### src/rtl/ice40_pll_lock_qual.sv
// Lock qualifier and frequency monitor for the PLL output domain.
// Qualifies raw LOCK over time and per-window pll_clk counts of a reference toggle.
module ice40_pll_lock_qual #(
  parameter int unsigned CNT_WIDTH    = 16,
  parameter int unsigned LOCK_STABLE  = 4096,
  parameter int unsigned CNT_MIN      = 0,
  parameter int unsigned CNT_MAX      = 65534,
  parameter int unsigned GOOD_WINDOWS = 4,
  parameter int unsigned BAD_WINDOWS  = 2
) (
  input  logic                 pll_clk,
  input  logic                 pll_rst,
  input  logic                 i_lock,
  input  logic                 i_ref_toggle,
  input  logic                 i_fault_clr,
  output logic                 o_ready,
  output logic                 o_fault,
  output logic [CNT_WIDTH-1:0] o_count,
  output logic                 o_count_valid
);

  localparam int unsigned SW = $clog2(LOCK_STABLE + 1);
  localparam int unsigned GW = $clog2(GOOD_WINDOWS + 1);
  localparam int unsigned BW = $clog2(BAD_WINDOWS + 1);

  localparam logic [CNT_WIDTH-1:0] MIN_L  = CNT_WIDTH'(CNT_MIN);
  localparam logic [CNT_WIDTH-1:0] SPAN_L = CNT_WIDTH'(CNT_MAX - CNT_MIN);
  localparam logic [SW-1:0]        STABLE_LAST = SW'(LOCK_STABLE - 1);
  localparam logic [GW-1:0]        GOOD_LAST   = GW'(GOOD_WINDOWS - 1);
  localparam logic [BW-1:0]        BAD_LAST    = BW'(BAD_WINDOWS - 1);

  typedef enum logic [1:0] {WAIT_LOCK, SETTLE, MEASURE, RUN} state_t;

  state_t               state_q;
  logic                 lock_meta_q, lock_s_q;
  logic                 ref_meta_q, ref_s_q, ref_d_q, ref_edge_q;
  logic [CNT_WIDTH-1:0] cnt_q, cnt_d;
  logic [CNT_WIDTH-1:0] count_q;
  logic                 count_valid_q;
  logic [SW-1:0]        stable_q;
  logic [GW-1:0]        good_q;
  logic [BW-1:0]        bad_q;
  logic                 armed_q;
  logic                 ready_q;
  logic                 fault_q;
  logic                 in_range_c;

  // Window counter reloads to 1 on a reference edge and sticks at all-ones.
  always_comb begin
    cnt_d = cnt_q;
    if (ref_edge_q) begin
      cnt_d = CNT_WIDTH'(1);
    end else if (cnt_q != '1) begin
      cnt_d = cnt_q + CNT_WIDTH'(1);
    end
  end

  // Offset compare: wraps below CNT_MIN, so one unsigned test covers both bounds.
  assign in_range_c = (cnt_q - MIN_L) <= SPAN_L;

  always_ff @(posedge pll_clk or posedge pll_rst) begin
    if (pll_rst) begin
      state_q       <= WAIT_LOCK;
      lock_meta_q   <= 1'b0;
      lock_s_q      <= 1'b0;
      ref_meta_q    <= 1'b0;
      ref_s_q       <= 1'b0;
      ref_d_q       <= 1'b0;
      ref_edge_q    <= 1'b0;
      cnt_q         <= '0;
      count_q       <= '0;
      count_valid_q <= 1'b0;
      stable_q      <= '0;
      good_q        <= '0;
      bad_q         <= '0;
      armed_q       <= 1'b0;
      ready_q       <= 1'b0;
      fault_q       <= 1'b0;
    end else begin
      lock_meta_q   <= i_lock;
      lock_s_q      <= lock_meta_q;
      ref_meta_q    <= i_ref_toggle;
      ref_s_q       <= ref_meta_q;
      ref_d_q       <= ref_s_q;
      ref_edge_q    <= ref_s_q ^ ref_d_q;
      cnt_q         <= cnt_d;
      count_valid_q <= ref_edge_q && armed_q;
      if (ref_edge_q && armed_q) begin
        count_q <= cnt_q;
      end
      // A later set in the state logic overrides this clear.
      if (i_fault_clr) begin
        fault_q <= 1'b0;
      end

      case (state_q)
        WAIT_LOCK: begin
          stable_q <= '0;
          good_q   <= '0;
          bad_q    <= '0;
          armed_q  <= 1'b0;
          ready_q  <= 1'b0;
          if (lock_s_q) begin
            state_q <= SETTLE;
          end
        end
        SETTLE: begin
          if (!lock_s_q) begin
            state_q <= WAIT_LOCK;
          end else if (stable_q == STABLE_LAST) begin
            state_q <= MEASURE;
          end else begin
            stable_q <= stable_q + SW'(1);
          end
        end
        MEASURE: begin
          if (!lock_s_q) begin
            state_q <= WAIT_LOCK;
            ready_q <= 1'b0;
          end else if (ref_edge_q) begin
            if (!armed_q) begin
              armed_q <= 1'b1;
            end else if (in_range_c) begin
              if (good_q == GOOD_LAST) begin
                state_q <= RUN;
                ready_q <= 1'b1;
                bad_q   <= '0;
              end else begin
                good_q <= good_q + GW'(1);
              end
            end else begin
              good_q <= '0;
            end
          end
        end
        RUN: begin
          if (!lock_s_q) begin
            state_q <= WAIT_LOCK;
            ready_q <= 1'b0;
            fault_q <= 1'b1;
          end else if (ref_edge_q) begin
            if (in_range_c) begin
              bad_q <= '0;
            end else if (bad_q == BAD_LAST) begin
              state_q <= MEASURE;
              ready_q <= 1'b0;
              fault_q <= 1'b1;
              good_q  <= '0;
            end else begin
              bad_q <= bad_q + BW'(1);
            end
          end
        end
        default: state_q <= WAIT_LOCK;
      endcase
    end
  end

  assign o_ready       = ready_q;
  assign o_fault       = fault_q;
  assign o_count       = count_q;
  assign o_count_valid = count_valid_q;

endmodule
### config.mk
export PLATFORM = sky130hd
export DESIGN_NAME = ice40_pll_lock_qual
export DESIGN_NICKNAME = d
export VERILOG_FILES = /design/src/rtl/ice40_pll_lock_qual.sv
export SDC_FILE = /design/constraint.sdc
export NUM_CORES = 1
export LEC_CHECK = 0
export CAP_MARGIN = 10
export CORE_UTILIZATION = 50
export CTS_CLUSTER_DIAMETER = 30
export DETAILED_ROUTE_END_ITERATION = 6
export PLACE_DENSITY = 0.75
export SKIP_CTS_REPAIR_TIMING = 1
export SLEW_MARGIN = 5
export SYNTH_ARGS = -nofsm -noshare
export SYNTH_HDL_FRONTEND = slang
export SYNTH_SLANG_ARGS = --single-unit
### constraint.sdc
create_clock -name pll_clk -period 2.2 [get_ports pll_clk]
set_clock_uncertainty 0.05 [all_clocks]
set_input_delay 0.44 -clock pll_clk [delete_from_list [all_inputs] [get_ports pll_clk]]
set_output_delay 0.44 -clock pll_clk [all_outputs]
set_load 0.01 [all_outputs]
==> flow_summary.toml <==
[yosys]
synth.avg_cell_area_um2 = 10.7
synth.top_cell.area_share = 0.522
synth_cells = 277
synth_cell_types = 50
synth_common_cells = "dfrtp_1 (62), nor2_1 (24), mux2_2 (16), nand2_1 (16), nand3_1 (14)"
netlist_area_um2 = 2970
ys_seq_elements = 62
synthArstFlopShare = 1.00
ys.flop_type = "dfrtp_1"
synthTopCellsByArea = "dfrtp_1 (52%), mux2_2 (6.1%), xor2_1 (3.5%)"
synth-seq-area-share = 0.522
synth_most_common_cell = "dfrtp_1"
synth_nets = 288
synth_top_cell_by_area = "dfrtp_1"
yosysWarningCount = 0
synth-edff-count = 0

[setup_path]
r2r_setup_slack_ns = 0.16
worstRegToRegCells = 5
cp-end-kind = "flop"
crit_type = "reg2reg"
cp_top_family = "simple AND/OR/NAND/NOR gates"
crit_slowest_cell = "or4_4"
r2r_end = "good_q[0]$_DFFE_PP0P_"
slowest_delay_ns = 0.60
crit_buf_inv = 0
crit_chain = "nand3_2 -> or4_4 -> nor4_1 -> a21oi_1 -> mux2_2"
cp.arrival_ns = 2.21
path_depth = 5
start_kind = "flop"
timing.rr.start = "cnt_q[15]$_DFFE_PP0P_"
critPathRequiredTime_ns = 2.37
critPathMaxFanout = 7

[sta]
relSlewSlack = 0.641
grt_setup_unrepaired = "no"
min_period_ns = 2.04
slew_violations = 0
fmax_mhz = 491
timing.final.crit_share = 0.926
tns_ns = 0
setup_viol = 0
hold_viol_final = 0
worst_pin_slew_ns = 0.525
worst_slack_ns = 0.164

[global_route]
grt_overflow = 0
grt_pass1_vias = 2219
grt_first_pass_wirelength_um = 10400
antenna_found_initial = 0
grt_usage = 0.218
grt_max_degree = 37

[hold_path]
hold_depth = 0
hold_path.class = "reg2reg"
worstHoldStart = "lock_meta_q$_DFF_PP0_"
whs_endpoint = "lock_s_q$_DFF_PP0_"

[placed_design]
port_buffers = 23
gp_congestion = 0.890
dp_hpwl_um = 4280
place_ws_ns = 0.0566

[cts]
clk_pin_slew_ns = 0.07
htree_levels = 3
clockRootBuffer = "clkbuf_8"
clk_latency_ns = 0.33
cts_buffers = 9
cts_buffer_depth = 2
cts_tree = "done"
cts.sinks = 62

[die]
io_pins = 24
placementRows = 27
die_w_um = 79.1
die_area_um2 = 6260
dieHeight_um = 79.1
coreArea_um2 = 5610
start_util = 0.530

[detailed_routing]
route.detailed.drc = 0
wl_per_cell_um = 15.6
vias_per_cell = 5.77
drt_first_iter_violations = 216
drtAntennaViolNets = 0
drt_wl_total_um = 6180
via_count = 2280
drt_pre_antenna_iters = 4

[cells_and_area]
fill_cells = 483
num_antenna_cells = 0
fin_nets = 329
drive_above_1_share = 0.186
syn2layout_area_growth_pct = 20.5

[power]
ir_drop_mv = 0.509
p_leak_nw = 1.61
powerDensity_nw_per_um2 = 698

[run]
maxCapViolCount = 0

[status]
status = "completed"
## registers in the layout, indices dropped and copies added, names as in the netlist
register and cells:
cnt_q 16, o_count 16, stable_q 13, good_q 3
bad_q 2, state_q 2, armed_q 1, lock_meta_q 1
lock_s_q 1, o_count_valid 1, o_fault 1, o_ready 1
ref_d_q 1, ref_edge_q 1, ref_meta_q 1, ref_s_q 1
## layer usage
metal / global-route usage / vias to the layer above / part of all wire
met5: 0 / - / 0
met4: 0.111 / 0 / 0.025
met3: 0.0425 / 18 / 0.043
met2: 0.325 / 72 / 0.46
met1: 0.302 / 1105 / 0.47
li1: - / 1085 / -
## cell families after synthesis
family / count (synthesis) / synth area share
buffers and inverters: 21 / 0.0278
AOI/OAI and AO/OA: 45 / 0.103
DFF: 62 / 0.522
muxes: 19 / 0.0707
xor gates and xnor gates: 22 / 0.0648
adders and majority gates: 6 / 0.0252
and+or+nand+nor: 102 / 0.187
## worst max-delay path by stage
stage                                from                     to  slack (ns)
CTS                  cnt_q[1]$_DFFE_PP0P_  cnt_q[14]$_DFFE_PP0P_        0.03
global placement     cnt_q[0]$_DFFE_PP0P_  cnt_q[12]$_DFFE_PP0P_        0.14
floorplan                         pll_rst    armed_q$_DFFE_PP0P_        0.17
global route         cnt_q[9]$_DFFE_PP0P_  good_q[0]$_DFFE_PP0P_        0.02
finish              cnt_q[15]$_DFFE_PP0P_  good_q[0]$_DFFE_PP0P_        0.16
detailed placement   cnt_q[1]$_DFFE_PP0P_  cnt_q[14]$_DFFE_PP0P_        0.06
## through the flow
step	power, mW	cell area [µm²]	hold slack, ns	util	instances
floorplan	1.50	2970	0.281	-	277
global placement	1.64	3400	0.283	0.606	379
detailed placement	1.66	3400	0.286	0.606	379
CTS	2.52	3570	0.302	0.636	395
global route	2.62	3580	0.312	0.639	395
finish	2.50	3580	0.300	0.639	395
## power by group
group          internal (mW)  leakage, nW  switching [mW]
combinational          0.167        0.683           0.172
clock                  0.434       0.0861           0.432
sequential              1.22        0.837          0.0778
## final cells by class
type                    instances  area [µm²]  share of cell area
multi-input cells             194        1360               0.378
well taps                      72        90.1              0.0251
flip-flops and latches         62        1550               0.433
clock buffers                  12         145              0.0405
inverters                       9        33.8             0.00943
clock inverters                 4        22.5             0.00628
repair buffers                 42         385               0.108
## cell usage in the layout, fill, tap and decap left out, drive strengths merged, types with 4 or more instances in the layout
master         instances
dfrtp                 62
nor2                  24
clkdlybuf4s50         23
buf                   19
nand2                 16
mux2                  16
nand3                 15
xor2                  12
o21ai                 12
clkbuf                12
xnor2                 10
and3                   9
inv                    9
a21oi                  7
nand4                  7
ha                     6
nor4                   5
nor3                   5
a22o                   4
and4                   4
a31oi                  4
## worst reg2reg max path: cells and delay by family, from the launching register on
| kind | cells | cell delay, ns |
|---|---|---|
| muxes | 1 | 0.29 |
| AOI/OAI and AO/OA | 1 | 0.11 |
| DFF | 1 | 0.43 |
| and+or+nand+nor | 3 | 1.05 |
(Power assumes the default switching activity.)
